==> src/rtl/rv32im_pkg.sv <==
// Shared definitions for the rv32im interrupt controller slice.
//   - Wishbone register word indices
//   - Controller FSM state encoding
//   - Vector table shift (index -> byte offset)
package rv32im_pkg;

  localparam logic [1:0] RegEnable  = 2'd0;
  localparam logic [1:0] RegPending = 2'd1;
  localparam logic [1:0] RegStatus  = 2'd2;

  // Vector table entries are one 32-bit word each.
  localparam int unsigned VecShift = 2;

  typedef enum logic [1:0] {
    StIdle      = 2'd0,
    StTrigger   = 2'd1,
    StInService = 2'd2
  } state_e;

endpackage

==> src/rtl/rv32im_priority_encoder.sv <==
// Lowest-set-bit priority encoder (combinational).
//   req_i   : request vector
//   valid_o : any request set
//   index_o : index of the lowest set request bit (0 when none)
module rv32im_priority_encoder #(
  parameter int unsigned WIDTH = 8
) (
  input  logic [WIDTH-1:0] req_i,
  output logic             valid_o,
  output logic [4:0]       index_o
);

  always_comb begin
    valid_o = |req_i;
    index_o = '0;
    // Scan downwards so the lowest set bit is the last one written.
    for (int i = WIDTH - 1; i >= 0; i--) begin
      if (req_i[i]) begin
        index_o = 5'(i);
      end
    end
  end

endmodule

==> src/rtl/rv32im_interrupt_controller.sv <==
// Prioritised, rising-edge interrupt controller feeding the rv32im_no_pipe core.
//   clk_i, reset_i                   : clock, async active-high reset
//   irq_i                            : interrupt sources (rising-edge sensitive)
//   interrupt_vector_offset_o        : byte offset of the serviced vector (index*4)
//   interrupt_trigger_o              : one-cycle request pulse to the core
//   interrupt_routine_complete_i     : core's mret completion pulse
//   dat_i/dat_o/adr_i/cyc_i/stb_i/we_i/sel_i/ack_o : Wishbone slave
//     word 0 ENABLE (RW), 1 PENDING (R, W1C), 2 STATUS (RO), 3 reads zero
module rv32im_interrupt_controller
  import rv32im_pkg::*;
#(
  parameter int unsigned XLEN         = 32,
  parameter int unsigned INT_VECT_LEN = 8
) (
  input  logic                    clk_i,
  input  logic                    reset_i,
  input  logic [INT_VECT_LEN-1:0] irq_i,
  output logic [XLEN-1:0]         interrupt_vector_offset_o,
  output logic                    interrupt_trigger_o,
  input  logic                    interrupt_routine_complete_i,
  input  logic [XLEN-1:0]         dat_i,
  output logic [XLEN-1:0]         dat_o,
  input  logic [1:0]              adr_i,
  input  logic                    cyc_i,
  input  logic                    stb_i,
  input  logic                    we_i,
  input  logic [3:0]              sel_i,
  output logic                    ack_o
);

  state_e                  state_q, state_d;
  logic [INT_VECT_LEN-1:0] irq_q;
  logic [INT_VECT_LEN-1:0] enable_q, enable_d;
  logic [INT_VECT_LEN-1:0] pending_q, pending_d;
  logic [4:0]              active_idx_q, active_idx_d;
  logic [XLEN-1:0]         vec_off_q, vec_off_d;
  logic                    ack_q;
  logic [XLEN-1:0]         dat_q, rdata;

  logic [INT_VECT_LEN-1:0] irq_edge;
  logic [INT_VECT_LEN-1:0] grant_clr;
  logic [INT_VECT_LEN-1:0] w1c;
  logic [INT_VECT_LEN-1:0] wmask;
  logic [INT_VECT_LEN-1:0] wbits;
  logic                    win_valid;
  logic [4:0]              win_idx;
  logic                    bus_req;
  logic                    bus_wr;
  logic                    unused_bus;

  assign irq_edge = irq_i & ~irq_q;

  // A new request is only accepted while no ack is outstanding.
  assign bus_req = cyc_i & stb_i & ~ack_q;
  assign bus_wr  = bus_req & we_i;

  always_comb begin
    wmask = '0;
    for (int i = 0; i < int'(INT_VECT_LEN); i++) begin
      wmask[i] = sel_i[i / 8];
    end
  end

  assign wbits      = dat_i[INT_VECT_LEN-1:0] & wmask;
  assign unused_bus = ^{dat_i, sel_i};

  rv32im_priority_encoder #(
    .WIDTH (INT_VECT_LEN)
  ) u_prio (
    .req_i   (pending_q & enable_q),
    .valid_o (win_valid),
    .index_o (win_idx)
  );

  // Controller FSM next state.
  always_comb begin
    state_d      = state_q;
    active_idx_d = active_idx_q;
    vec_off_d    = vec_off_q;
    grant_clr    = '0;
    unique case (state_q)
      StIdle: begin
        if (win_valid) begin
          state_d      = StTrigger;
          active_idx_d = win_idx;
          vec_off_d    = XLEN'(win_idx) << VecShift;
          grant_clr    = INT_VECT_LEN'(1) << win_idx;
        end
      end
      StTrigger: state_d = StInService;
      StInService: begin
        if (interrupt_routine_complete_i) begin
          state_d = StIdle;
        end
      end
      default: state_d = StIdle;
    endcase
  end

  // Register updates; new edges are OR-ed in last so a set beats any clear.
  always_comb begin
    w1c      = (bus_wr && adr_i == RegPending) ? wbits : '0;
    enable_d = enable_q;
    if (bus_wr && adr_i == RegEnable) begin
      enable_d = (enable_q & ~wmask) | wbits;
    end
    pending_d = (pending_q & ~grant_clr & ~w1c) | irq_edge;
  end

  always_comb begin
    rdata = '0;
    unique case (adr_i)
      RegEnable:  rdata[INT_VECT_LEN-1:0] = enable_q;
      RegPending: rdata[INT_VECT_LEN-1:0] = pending_q;
      RegStatus: begin
        rdata[XLEN-1] = (state_q != StIdle);
        rdata[4:0]    = active_idx_q;
      end
      default: rdata = '0;
    endcase
  end

  always_ff @(posedge clk_i or posedge reset_i) begin
    if (reset_i) begin
      state_q      <= StIdle;
      irq_q        <= '0;
      enable_q     <= '0;
      pending_q    <= '0;
      active_idx_q <= '0;
      vec_off_q    <= '0;
      ack_q        <= 1'b0;
      dat_q        <= '0;
    end else begin
      state_q      <= state_d;
      irq_q        <= irq_i;
      enable_q     <= enable_d;
      pending_q    <= pending_d;
      active_idx_q <= active_idx_d;
      vec_off_q    <= vec_off_d;
      ack_q        <= bus_req;
      dat_q        <= bus_req ? rdata : '0;
    end
  end

  // Decoded from state so reset drops the pulse immediately.
  assign interrupt_trigger_o       = (state_q == StTrigger);
  assign interrupt_vector_offset_o = vec_off_q;
  assign ack_o                     = ack_q;
  assign dat_o                     = dat_q;

endmodule
==> config.mk <==
export PLATFORM = sky130hd
export DESIGN_NAME = rv32im_interrupt_controller
export DESIGN_NICKNAME = d
export VERILOG_FILES = /design/src/rtl/rv32im_pkg.sv /design/src/rtl/rv32im_priority_encoder.sv /design/src/rtl/rv32im_interrupt_controller.sv
export SDC_FILE = /design/constraint.sdc
export NUM_CORES = 1
export LEC_CHECK = 0
export ABC_AREA = 1
export CORE_UTILIZATION = 35
export DETAILED_ROUTE_END_ITERATION = 8
export DONT_BUFFER_PORTS = 1
export HOLD_SLACK_MARGIN = 0.08
export PLACE_DENSITY = 0.59
export SETUP_SLACK_MARGIN = 0.1
export SYNTH_ARGS = -nofsm -noshare
export SYNTH_HDL_FRONTEND = slang
export SYNTH_HIERARCHICAL = 1
export SYNTH_SLANG_ARGS = --single-unit
==> constraint.sdc <==
create_clock -name clk_i -period 2.3 [get_ports clk_i]
set_input_delay 0.345 -clock clk_i [delete_from_list [all_inputs] [get_ports clk_i]]
set_output_delay 0.345 -clock clk_i [all_outputs]
set_load 0.02 [all_outputs]
# Word-level counts from Yosys, hierarchy flattened
# Cells that the tools add are included.
# Widths: inputs -> output; s select.
[word_totals]
in_bits = 52
register_bits = 64
[op_classes]
reduce_logical = 8
muxes = 18
bitwise = 16
eq_ne = 6
n_shift = 1
[op_table]
columns = ["cell", "n"]
rows = [
  ["$and 8x8->8", 6],
  ["$mux 32", 1],
  ["$not 8->8", 4],
  ["$mux 3", 8],
  ["$mux 8", 3],
  ["$or 8x8->8", 2],
  ["$pmux 5 s3", 1],
  ["$reduce_or 8->1", 1],
  ["$shl 1x5->8 const A", 1],
  ["$pmux 2 s3", 1],
  ["$pmux 3 s2", 1],
  ["$eq 2x1->1 const B", 2],
  ["$eq 2x2->1 const B", 2],
  ["$logic_not 2->1", 2],
  ["$mux 2", 2],
  ["$reduce_and 2->1", 2],
  ["$and 1x1->1", 3],
  ["$logic_and 1x1->1", 2],
  ["$ne 2x1->1 const B", 1],
  ["$ne 2x2->1 const B", 1],
  ["$reduce_bool 2->1", 1],
  ["$mux 1", 1],
  ["$not 1->1", 1],
]

# Longest topological paths before layout
# Gate-level depths: netlist (run 1).
[depth]
word_depth = 16
ltp_mapped = 15

# Modules after synthesis
# The synthesis (run 1) kept the hierarchy.
[modules_own_cells]
columns = ["module", "area_per_inst_um2", "instances", "seq_area_each_um2", "cells_each"]
rows = [
  ["rv32im_interrupt_controller", 2239.6, 1, 1026.0, 274],
  ["rv32im_priority_encoder", 117.6, 1, 0.0, 25],
]

# Worst setup path after synthesis (run 1)
# OpenSTA, ideal clock, no wires.
[synth_timing]
path_type = "register to register"
startpoint = "register with a tool-made name"
endpoint = "register vec_off_q[4] (netlist: interrupt_vector_offset_o[4])"
period_less_slack_ps = 1410
arrival_ps = 1287
required_ps = 2177
path_slack_ps = 890
path_buffers = 1
setup_ps = 123
path_stages_with_launch = 11
path_cell_list = "dfrtp_1 nand2_1 inv_1 or2_1 nor3_2 nand2_1 nand2_1 buf_6 inv_1 nor2_1 nor2_1"
[synth_rtl]
columns = ["item", "line", "rtl"]
rows = [
  ["to (signal assigned)", "rv32im_interrupt_controller.sv:139", "vec_off_q <= vec_off_d;"],
  ["to (decl)", "rv32im_interrupt_controller.sv:36", "logic [XLEN-1:0] vec_off_q, vec_off_d;"],
]

# Final worst setup path (run 1)
[layout_timing]
startpoint = "register pending_q[6]"
endpoint = "register pending_q[2]"
[layout_between]
word_cells_on_any_way = 16
cone_classes = "shift (1); mux (9); bitwise (5); reduce/logical (1)"
[layout_rtl]
columns = ["item", "line", "rtl"]
rows = [
  ["from (decl)", "rv32im_interrupt_controller.sv:34", "logic [INT_VECT_LEN-1:0] pending_q, pending_d;"],
  ["from (signal assigned)", "rv32im_interrupt_controller.sv:137", "pending_q <= pending_d;"],
  ["$and 8x8->8", "rv32im_interrupt_controller.sv:70", ".req_i (pending_q & enable_q),"],
  ["$reduce_or 8->1", "rv32im_priority_encoder.sv:14", "valid_o = |req_i;"],
  ["net win_valid", "rv32im_interrupt_controller.sv:45", "logic win_valid;"],
  ["$mux 8", "rv32im_interrupt_controller.sv:83", "if (win_valid) begin"],
  ["$mux 8", "rv32im_interrupt_controller.sv:81", "unique case (state_q)"],
  ["$not 8->8", "rv32im_interrupt_controller.sv:107", "pending_d = (pending_q & ~grant_clr & ~w1c) | irq_edge;"],
  ["$and 8x8->8 (2 in series)", "rv32im_interrupt_controller.sv:107", ""],
  ["$or 8x8->8", "rv32im_interrupt_controller.sv:107", ""],
  ["net pending_d[2]", "rv32im_interrupt_controller.sv:34", ""],
]
# The timed path passes the listed nets, and every way through them passes these cells.
# A chain may end at the register's enable or synchronous reset.

==> run summary, run 1 <==
Clock Path Buffers - 2
Final Wtd Congestion - 0.869
Clk pwr share - 28.3%
Post-place setup slack - 0.611 ns
Vias/cell - 4.09
Setup CP Type - flop to flop
R2r setup slk - 0.62 ns
Initial core utilization - 36.7%
Die X - 84.1 um
Final setup TNS - 0 ns
Part of the cycle the worst path needs - 73.2%
Worst Reg2Reg Path Length in Cells - 10
Final HPWL DP - 3.11 mm
Core ar. - 6420 um2
Number of global-route vias before repair - 1454
Total power - 2.12 mW
Buffers added on ports - 0
First-pass iteration count of the detailed router - 6
Critical path arrival - 1.92 ns
RSZ-0062 raised after global routing - false
Largest cells by area after synthesis - dfrtp_1, buf_4, nand2_1
Clock transition at path regs - 0.08 ns
Worst Path Required - 2.53 ns
Worst Skew - 0.00534 ns
Clock tree sinks - 41
Layout cells sized above 1 - 8.97%
Die height - 84.1 um
Cell taking the most area after synthesis - dfrtp_1
Final hold viol count - 0
DR DRC count - 14
1st-iter DRT viols - 117
Row count - 29
Clk_lat worst skew - 0.29 ns
Final slew viol count - 0
Cts repair resizes - 0
CP startpoint kind - flop
Failing checks - DRC
Worst Hold Class - input port to asynchronous set/reset pin
Gate power share - 24.5%
Relative slew slack - 65.8%
CTS buffer count - 5
Net Sw Frac - 36.4%
Setup crit end kind - flop
Critical path origin - pending_q[6]$_DFF_PP0_
Power Density - 870 nW/um2
Overall Global Routing Usage - 12.5%
Worst Tran Pin Value - 0.513 ns
Final worst slack - 0.616 ns
Sequential share of power - 47.2%
Initial antenna violation count - 0
Post-Syn Instances - 299
Grt total ovfl - 0
Fin nets - 363
Routed WL - 4.08 mm
R2r startpoint - pending_q[6]$_DFF_PP0_
Vias - 1592
Root Buffer - clkbuf_8
# IOs - 118
WL per Instance - 10.5 um
Leak - 1.37 nW
H-tree Lvls - 2
Hold_ws - 0.0696 ns
Number of synthesized register bits - 41
First-pass GRT wire length - 6.75 mm
Sequential area share after synthesis - 43.5%
Warning count from the yosys run - 6
FILL cells - 679
Crit Path Max Fanout - 11
Internal - 1.35 mW
Fmax - 594 MHz
Final Critical Period - 1.68 ns
Reg2reg end - pending_q[2]$_DFF_PP0_
Post-Syn Area per Cell - 7.88 um2
Number of routed nets with antenna violations - 0
Yosys cell types - 24
Peak VDD IR - 269 uV
Post-Syn Area - 2360 um2
Full die area - 7070 um2
Top cell type's share of synthesized area - 43.5%
CTS tree - built
Setup violators final - 0
Layout area overhead - 3.18%
Max Cap Viol - 0
Outcome - complete, but fails checks
Switching pwr - 0.769 mW
Largest net degree at the start of global routing - 42
Ant. Diodes - 0
[cells in the final DEF, fill, tap and decap left out, types with 2 or more instances in the layout]
master	n
a21oi_1	4
clkbuf_8	6
conb_1	52
dfrtp_1	41
dlygate4sd3_1	8
inv_1	48
nand2_1	89
nand2_2	3
nand3_1	14
nor2_1	18
nor2_2	2
nor2_4	2
o21ai_0	4
o21ai_2	8
[synth_stat cells]
library cell,count
nand2_1,89
buf_4,52
inv_1,48
dfrtp_1,41
nor2_1,18
nand3_1,14
o21ai_2,8
a21oi_1,4
o21ai_0,4
nand2_2,3
buf_6,2
conb_1,2
nor2_2,2
nor2_4,2
a31oi_1,1
inv_2,1
nand2_4,1
nand3_4,1
nand4_1,1
nor2_8,1
nor3_2,1
nor4_1,1
o21a_1,1
or2_1,1
[worst max-delay path by stage]
stage / slack, ns / cells past startpoint / end
after floorplan: 0.89 / 10 / interrupt_vector_offset_o[4]$_DFFE_PP0P_
after global routing: 0.44 / 10 / pending_q[0]$_DFF_PP0_
after global placement: 0.61 / 10 / pending_q[2]$_DFF_PP0_
after detailed placement: 0.61 / 10 / pending_q[2]$_DFF_PP0_
after CTS: 0.60 / 10 / pending_q[2]$_DFF_PP0_
final: 0.62 / 10 / pending_q[2]$_DFF_PP0_
[power groups by stage]
stage               sequential, mW  combinational, mW  clock [mW]
floorplan                    0.981              0.528           0
global placement              1.01              0.502           0
detailed placement            1.01              0.513           0
CTS                           1.00              0.525       0.621
global route                  1.01              0.602       0.651
finish                       0.999              0.518       0.599
[worst max-delay path, stage by stage (launching register included)]
cell and delay (ns):
dfrtp_1 0.41, nand2_1 0.08, inv_1 0.05, or2_1 0.24, nor3_2 0.14, nand2_1 0.07, nand2_1 0.29, nor2_2 0.12
nand2_1 0.09, nand3_1 0.07, nand2_1 0.06
[layer usage]
layer / global-route usage (%) / part of all wire [%] / vias up
li1: - / - / 817
met1: 15.3 / 43 / 694
met2: 19.8 / 46 / 73
met3: 4.55 / 9.0 / 8
met4: 5.33 / 1.7 / 0
met5: 0 / 0 / -
[cell families after synthesis]
kind of cell | count (synthesis) | synth area share (%)
DFF | 41 | 43.5
buffers and inverters | 103 | 25.3
AOI/OAI and AO/OA | 18 | 5.26
other | 2 | 0.319
and+or+nand+nor | 135 | 25.6
[stage by stage]
| step | utilization, % | area (um2) | cells |
|---|---|---|---|
| final | 37.9 | 2430 | 389 |
| after global routing | 37.9 | 2430 | 389 |
| after CTS | 37.9 | 2430 | 389 |
| after detailed placement | 34.8 | 2240 | 373 |
| after global placement | 34.8 | 2240 | 373 |
| after floorplan | - | 2540 | 349 |
[area by class of cell]
type	count	area, um2	area share (%)
clock inverters	1	30.0	1.23
repair buffers	9	87.6	3.60
inverters	49	184	7.56
multi-input cells	205	922	37.9
well taps	77	96.3	3.96
flip-flops and latches	41	1030	42.2
clock buffers	7	86.3	3.55
[timing repair]
action	CTS	global route
setup buffers	0	0
hold endpoints to repair	8	0
hold buffers	8	0
(Power assumes the default switching activity.)
==> run 2: changes to the inputs <==
PLACE_DENSITY = 0.61   (was 0.59)
clock period = 1.5 ns   (was 2.3 ns; I/O delays follow)
==> run summary, run 2 (synthesized netlist as in run 1, its figures left out) <==
Outcome - complete, but fails checks
Failing checks - DRC, setup timing
Full die area - 7070 um2
Net Sw Frac - 39.3%
Layout area overhead - 11.9%
Final slew viol count - 0
Die X - 84.1 um
Layout cells sized above 1 - 18.5%
Row count - 29
First-pass GRT wire length - 6.93 mm
Root Buffer - clkbuf_8
Gate power share - 34.1%
Routed WL - 4.36 mm
Clk pwr share - 20.7%
Clock tree sinks - 41
Clock transition at path regs - 0.08 ns
CP startpoint kind - flop
Final setup TNS - -0.259 ns
Vias - 1672
Fin nets - 381
Internal - 2.04 mW
Overall Global Routing Usage - 12.6%
Worst Path Required - 1.69 ns
Final Critical Period - 1.54 ns
Worst Tran Pin Value - 0.528 ns
Number of routed nets with antenna violations - 0
Fmax - 648 MHz
Die height - 84.1 um
Grt total ovfl - 0
RSZ-0062 raised after global routing - true
Setup CP Type - flop to flop
Critical path arrival - 1.73 ns
Largest net degree at the start of global routing - 42
1st-iter DRT viols - 110
Power Density - 1270 nW/um2
DR DRC count - 12
Ant. Diodes - 0
Final HPWL DP - 3.19 mm
Sequential share of power - 45.2%
Final hold viol count - 0
Final worst slack - -0.0429 ns
Initial antenna violation count - 0
Buffers added on ports - 0
Setup violators final - 11
H-tree Lvls - 2
CTS buffer count - 5
Worst Hold Class - input port to flop
Vias/cell - 4.11
Peak VDD IR - 545 uV
Worst Skew - 0.00446 ns
Initial core utilization - 36.7%
Commonest non-fill, non-tap cell in the layout - nand2_1
Final Wtd Congestion - 0.900
Switching pwr - 1.32 mW
First-pass iteration count of the detailed router - 6
# IOs - 118
Number of global-route vias before repair - 1472
Commonest non-fill, non-tap cells in the layout - nand2_1, conb_1, inv_1, dfrtp_1, buf_4
CTS tree - built
Core ar. - 6420 um2
Relative slew slack - 64.8%
Max Cap Viol - 0
Crit Path Max Fanout - 5
Leak - 1.46 nW
WL per Instance - 10.7 um
Clock Path Buffers - 2
Fin util - 41.1%
Part of the cycle the worst path needs - 103%
FILL cells - 656
Setup crit end kind - flop
Clk_lat worst skew - 0.29 ns
run 2: cell types whose count changed in the layout (fill, tap and decap cells not counted), moves of 3 or more:
cell	change
buf_4	+12
nand2_1	-8
nand2_2	+7
nor2_1	-7
dlygate4sd3_1	+4
nor2_4	+4
nand3_1	-3
nand3_2	+3
nor2_2	+3
o21ai_0	-3
o21ai_1	+3
run 2: final cells by class:
| class | instances | area, um2 | share of cell area, % |
|---|---|---|---|
| flip-flops and latches | 41 | 1030 | 38.9 |
| multi-input cells | 205 | 1010 | 38.4 |
| repair buffers | 27 | 240 | 9.10 |
| inverters | 49 | 184 | 6.97 |
| well taps | 77 | 96.3 | 3.65 |
| clock buffers | 8 | 80.1 | 3.03 |
run 2: what timing repair did:
action	4_1_cts	5_1_grt
endpoints found under the hold margin	60	0
pin swaps	6	18
buffers inserted	1	0
endpoints found under the setup margin	12	14
hold buffers	12	0
resized for setup	10	21
run 2: final timing paths:
kind	slack [ns]	from	end	depth (start not counted)
worst min-delay path	0.09	dat_i[1]	flop	2
worst max register to register	-0.04	pending_q[7]$_DFF_PP0_	pending_q[3]$_DFF_PP0_	9
min in group asynchronous	0.50	reset_i	dat_o[0]$_DFF_PP0_	3
max in group asynchronous	0.63	reset_i	ack_o$_DFF_PP0_	3
worst max-delay path	-0.04	pending_q[7]$_DFF_PP0_	pending_q[3]$_DFF_PP0_	9
worst min register to register	0.47	irq_q[3]$_DFF_PP0_	pending_q[3]$_DFF_PP0_	3
run 2: critical path, stage by stage (launching register included):
cell,delay [ns]
dfrtp_1,0.38
nand2_1,0.08
inv_2,0.04
or2_4,0.25
nor3_4,0.19
nor2_2,0.09
nor2_4,0.21
nand2_1,0.08
nand3_1,0.08
nand2_1,0.05
run 2: metrics by stage:
| step | power (mW) | hold WS, ns | cell area (um2) | setup slack [ns] | cells |
|---|---|---|---|---|---|
| floorplan | 2.32 | 0.256 | 2550 | 0.102 | 349 |
| global placement | 2.43 | 0.257 | 2340 | -0.0421 | 386 |
| detailed placement | 2.44 | 0.257 | 2340 | -0.0816 | 386 |
| CTS | 3.26 | 0.0840 | 2570 | -0.0279 | 407 |
| global route | 3.60 | 0.0855 | 2640 | -0.150 | 407 |
| finish | 3.36 | 0.0942 | 2640 | -0.0429 | 407 |
run 2: routing by layer:
metal	up-vias	GRT usage, %	share of wire (%)
li1	846	-	-
met1	757	16.7	44
met2	64	19.2	47
met3	5	4.15	7.9
met4	0	4.70	1.2
met5	-	0	0
run 2: power groups by stage:
| stage | combinational (mW) | clock [mW] | sequential, mW |
|---|---|---|---|
| floorplan | 0.817 | 0 | 1.50 |
| global placement | 0.893 | 0 | 1.53 |
| detailed placement | 0.905 | 0 | 1.54 |
| CTS | 1.02 | 0.719 | 1.52 |
| global route | 1.29 | 0.759 | 1.55 |
| finish | 1.15 | 0.694 | 1.52 |
